**src/rtl/ram_dma.sv**
```systemverilog
// Copy/fill DMA sharing a 16-bit distributed RAM with CPU pass-through and a starvation bound.
// Define DMA_FILL_EN to build the fill operation; otherwise fill commands complete as len=0.
module ram_dma #(
  parameter int unsigned WIDTH        = 13,
  parameter int unsigned STARVE_LIMIT = 8
) (
  input  logic             clk,
  input  logic             rst,
  input  logic             cpu_re,
  input  logic [WIDTH-1:0] cpu_rd_addr,
  output logic [15:0]      cpu_rd_data,
  input  logic             cpu_we,
  input  logic [WIDTH-1:0] cpu_wr_addr,
  input  logic [15:0]      cpu_wr_data,
  output logic             cpu_stall,
  input  logic             cmd_valid,
  output logic             cmd_ready,
  input  logic             cmd_op,
  input  logic [WIDTH-1:0] cmd_src,
  input  logic [WIDTH-1:0] cmd_dst,
  input  logic [WIDTH:0]   cmd_len,
  input  logic [15:0]      cmd_fill,
  output logic             busy,
  output logic             done,
  output logic [WIDTH-1:0] mem_dout_addr,
  input  logic [15:0]      mem_dout,
  output logic             mem_we,
  output logic [WIDTH-1:0] mem_din_addr,
  output logic [15:0]      mem_din
);
  localparam int unsigned CW = $clog2(STARVE_LIMIT + 1);

  typedef enum logic [1:0] {StIdle, StRun, StDone} state_e;

  state_e           state_q, state_d;
  logic [WIDTH-1:0] src_q, src_d, dst_q, dst_d;
  logic [WIDTH:0]   rem_q, rem_d;
  logic [CW-1:0]    starve_q, starve_d;
  logic             is_fill, start_skip, run, conflict, at_limit, grant, forced;
  logic [15:0]      fill_word;

`ifdef DMA_FILL_EN
  logic        op_q;
  logic [15:0] fill_q;

  always_ff @(posedge clk) begin
    if (rst) begin
      op_q   <= 1'b0;
      fill_q <= '0;
    end else if (cmd_ready && cmd_valid) begin
      op_q   <= cmd_op;
      fill_q <= cmd_fill;
    end
  end

  assign is_fill    = op_q;
  assign fill_word  = fill_q;
  assign start_skip = (cmd_len == '0);
`else
  logic unused_fill;
  assign unused_fill = ^cmd_fill;
  assign is_fill     = 1'b0;
  assign fill_word   = '0;
  // Without fill support an op=1 command retires immediately, like len=0.
  assign start_skip  = (cmd_len == '0) | cmd_op;
`endif

  assign run      = (state_q == StRun);
  // Fill leaves the read port to the CPU, so only CPU writes collide with it.
  assign conflict = cpu_we | (cpu_re & ~is_fill);
  assign at_limit = (starve_q == CW'(STARVE_LIMIT));
  assign grant    = run & (~conflict | at_limit);
  assign forced   = run & conflict & at_limit;

  always_ff @(posedge clk) begin
    if (rst) begin
      state_q  <= StIdle;
      src_q    <= '0;
      dst_q    <= '0;
      rem_q    <= '0;
      starve_q <= '0;
    end else begin
      state_q  <= state_d;
      src_q    <= src_d;
      dst_q    <= dst_d;
      rem_q    <= rem_d;
      starve_q <= starve_d;
    end
  end

  always_comb begin
    state_d  = state_q;
    src_d    = src_q;
    dst_d    = dst_q;
    rem_d    = rem_q;
    starve_d = '0;
    unique case (state_q)
      StIdle: begin
        if (cmd_valid) begin
          src_d   = cmd_src;
          dst_d   = cmd_dst;
          rem_d   = cmd_len;
          state_d = start_skip ? StDone : StRun;
        end
      end
      StRun: begin
        if (grant) begin
          src_d = src_q + 1'b1;
          dst_d = dst_q + 1'b1;
          rem_d = rem_q - 1'b1;
          if (rem_q == (WIDTH + 1)'(1)) state_d = StDone;
        end else begin
          starve_d = starve_q + 1'b1;
        end
      end
      StDone:  state_d = StIdle;
      default: state_d = StIdle;
    endcase
  end

  always_comb begin
    cmd_ready     = (state_q == StIdle) & ~rst;
    busy          = (state_q != StIdle) & ~rst;
    done          = (state_q == StDone) & ~rst;
    cpu_stall     = 1'b0;
    cpu_rd_data   = mem_dout;
    mem_dout_addr = cpu_rd_addr;
    mem_we        = cpu_we & ~rst;
    mem_din_addr  = cpu_wr_addr;
    mem_din       = cpu_wr_data;
    if (grant && !rst) begin
      cpu_stall    = forced;
      mem_we       = 1'b1;
      mem_din_addr = dst_q;
      mem_din      = is_fill ? fill_word : mem_dout;
      if (!is_fill) mem_dout_addr = src_q;
    end
  end
endmodule

```
**config.mk**
```make
export PLATFORM = sky130hd
export DESIGN_NAME = ram_dma
export DESIGN_NICKNAME = d
export VERILOG_FILES = /design/src/rtl/ram_dma.sv
export SDC_FILE = /design/constraint.sdc
export NUM_CORES = 1
export LEC_CHECK = 0
export CAP_MARGIN = 10
export CORE_UTILIZATION = 23
export DETAILED_ROUTE_END_ITERATION = 6
export PLACE_DENSITY_LB_ADDON = 0.2
export SETUP_SLACK_MARGIN = 0.15
export SYNTH_ARGS = -nofsm -noshare
export SYNTH_HDL_FRONTEND = slang
export SYNTH_SLANG_ARGS = --single-unit
```
**constraint.sdc**
```tcl
create_clock -name clk -period 2.1 [get_ports clk]
set_input_delay 0.42 -clock clk [delete_from_list [all_inputs] [get_ports clk]]
set_output_delay 0.42 -clock clk [all_outputs]
set_load 0.005 [all_outputs]
```
==> results.yml, run 1 <==
outcome:
  outcome: "finished with violations"
  violations: "negative setup slack"
final_layout:
  final_util_pct: 44.4
  diodes: 0
  final_area_sq_um: 7020
  syn2layout_area_growth_pct: 89.4
  nets: 776
  drive_above_1_share_pct: 37.9
  instances_no_fill: 867
sta:
  relSlewSlack_pct: 68.0
  clock_skew_ps: 7.64
  worst_pin_slew_ps: 475
  final-hold-violation-count: 0
  min_period_over_period_pct: 121
  timing.fmax_mhz: 394
  rsz0062_at_grt: "yes"
  setup_viol: 66
  setup_slack_ps: -435
  finalCriticalPeriod_ps: 2530
  slew_viol_final: 0
floorplan:
  dieArea_sq_um: 16600
  start_util_pct: 23.4
  die_width_microns: 129
  core_sq_um: 15800
  num_io_pins: 183
  num_rows: 46
  die_h_microns: 129
drt:
  wirelength_microns: 16600
  met1_length_microns: 6570
  wl_met3_microns: 1290
  first_iter_violations: 275
  dr.max_layer_used: "met4"
  wl_met2_microns: 8380
  wire_per_inst_microns: 19.2
  ant_nets: 0
  drc: 0
  drt_first_pass_iters: 4
  via_per_inst: 5.20
  via_count: 4505
logic_synthesis:
  synth.distinct_cells: 77
  netlist_area_sq_um: 3710
  synthFlopType: "dfxtp_1"
  yosysSeqAreaShare_pct: 24.8
  synthArstFlopShare_pct: 0
  yosys_warnings: 0
  syn_inst: 443
  post_synth.cell_area_avg_sq_um: 8.37
  synth-edff-count: 0
  synth-seq-cells: 46
  syn-num-nets: 569
clocking:
  clock_sinks: 46
  clk_latency_ps: 290
  cts.clk_slew.worst_paths_ps: 70
  tritoncts: "built"
  ctsHoldBuffers: 0
  cts_max_level: 2
  clockBufferDepth: 2
  cts_made_buffers: 5
  clockRootBuffer: "clkbuf_16"
setup_path:
  crit_arrival_ps: 2110
  cp-end-kind: "output pin"
  crit_fanout: 8
  critical_path_class: "reg2out"
  crit_required_ps: 1680
  crit_path_start_kind: "register"
global_routing:
  grt_pass1_wl_microns: 25000
  grt_overflow: 0
  grt_max_degree: 23
  antenna_found_initial: 0
  grt_pass1_vias: 4502
  grt_usage_pct: 19.7
placement:
  place.gp.congestion: 0.901
  placed_cell_area_sq_um: 5880
  hpwl_microns: 11700
  io_buffers: 166
  numPlacedInstances: 826
hold_path:
  min_path_type: "reg2reg"
pwr:
  power.leakage_nw: 2.80
  cellPowerDensity_nw_per_um2: 558
  ir_worst_vdd_mv: 0.365
  p_total_mw: 3.92
flow_run:
  maxCapViolations: 0
-- where the power goes --
group	internal, mW	leakage, nW	switching [mW]	total, mW
registers	0.999	0.382	0.190	1.19
logic	0.993	2.34	0.806	1.80
clock network	0.564	0.0771	0.368	0.932
-- state kept, by name, summed over array words and instances (netlist names) --
register / count
state_q: 2
src_q: 13
rem_q: 14
starve_q: 4
dst_q: 13
-- layout make-up --
type | count | area, sq um
fill | 1534 | 8800
multi-input combinational | 329 | 2900
timing repair buffer | 250 | 2690
sequential | 46 | 928
tap | 216 | 270
clock buffer | 6 | 129
inverter | 18 | 67.6
clock inverter | 2 | 37.5
-- synthesized netlist by cell type (5+ instances only) --
cell      count  area, sq um
a31oi_1      10         62.6
nor2b_1       5         31.3
nand3_1       6         30.0
ha_1          6         75.1
a311oi_1      6         52.6
a211oi_1      8         60.1
buf_4        22          165
o21ai_0      21          105
a221oi_1      9         78.8
nand2_1      20         75.1
buf_2         7         35.0
nand3b_1      6         45.0
mux2_2       13          146
nor2_1       22         82.6
nor4_1        6         37.5
a21oi_1      27          135
mux2_1       30          338
dfxtp_1      46          921
nand4_1      10         62.6
inv_1        18         67.6
nor3_1        9         45.0
nand2b_1      7         43.8
or3_1         5         31.3
clkbuf_1     17         63.8
o31ai_1       8         60.1
and3_1       13         81.3
-- repair_timing --
item / in CTS / in global routing
gates cloned: 7 / 1
setup buffers: 20 / 5
pin swaps: 29 / 20
hold endpoints to repair: 0 / 0
endpoints found under the setup margin: 77 / 84
resized for setup: 303 / 50
-- cells in the final DEF, fill, tap and decap left out, types with 10 or more instances in the layout --
| cell type | instances |
|---|---|
| a21oi_1 | 17 |
| o21ai_0 | 15 |
| and3_1 | 13 |
| a31oi_1 | 10 |
| nand4_1 | 10 |
| nor2_1 | 19 |
| mux2_4 | 34 |
| buf_12 | 12 |
| nand2_1 | 19 |
| dfxtp_1 | 42 |
| clkdlybuf4s50_1 | 116 |
| buf_6 | 58 |
| buf_4 | 36 |
| inv_1 | 16 |
-- logic make-up after synthesis --
logic type	after synthesis	share of synthesized area (%)
XOR/XNOR	2	0.472
adder cells (fa/ha/maj)	6	2.02
AND/OR/NAND/NOR	132	20.9
multiplexers	44	13.3
buffers and inverters	68	9.38
flip-flops	46	24.8
AO/OA/AOI/OAI	145	29.1
-- metal layers --
metal	vias up	track usage (%)
met2	215	36.5
met1	2140	23.0
met3	29	3.41
met5	-	0
met4	0	5.95
li1	2121	-
-- worst paths after layout --
kind | from | end | slack [ps] | depth (start not counted)
setup / recovery | starve_q[0] | mem_dout_addr[7] | -430 | 10
hold / removal | rem_q[10] | rem_q[10] | 510 | 2
setup reg to reg | starve_q[0] | rem_q[0] | -130 | 15
hold reg to reg | rem_q[10] | rem_q[10] | 510 | 2
-- metrics by stage --
step                hold slack (ps)  worst slack [ps]  setup TNS (ps)
floorplan                       441             -13.2            -471
global placement                475              -795          -39920
detailed placement              484              -847          -42300
CTS                             498              -447          -16840
global route                    523              -515          -22010
finish                          509              -435          -16450
-- critical path: stages, from the launching register on --
cell and delay, ps:
dfxtp_2 330, inv_2 70, ha_4 130, and3b_2 220, nor2_4 50, nor3_4 190
buf_12 180, buf_12 130, buf_6 110, mux2_4 300, buf_6 120
Note: power is estimated with default switching activity, not from simulation.
==> run 2, diff against run 1 <==
Settings changed: CTS_CLUSTER_DIAMETER from default to 150.
==> results of run 2 <==
The final DEF is identical to that of run 1; final timing and power are the same.
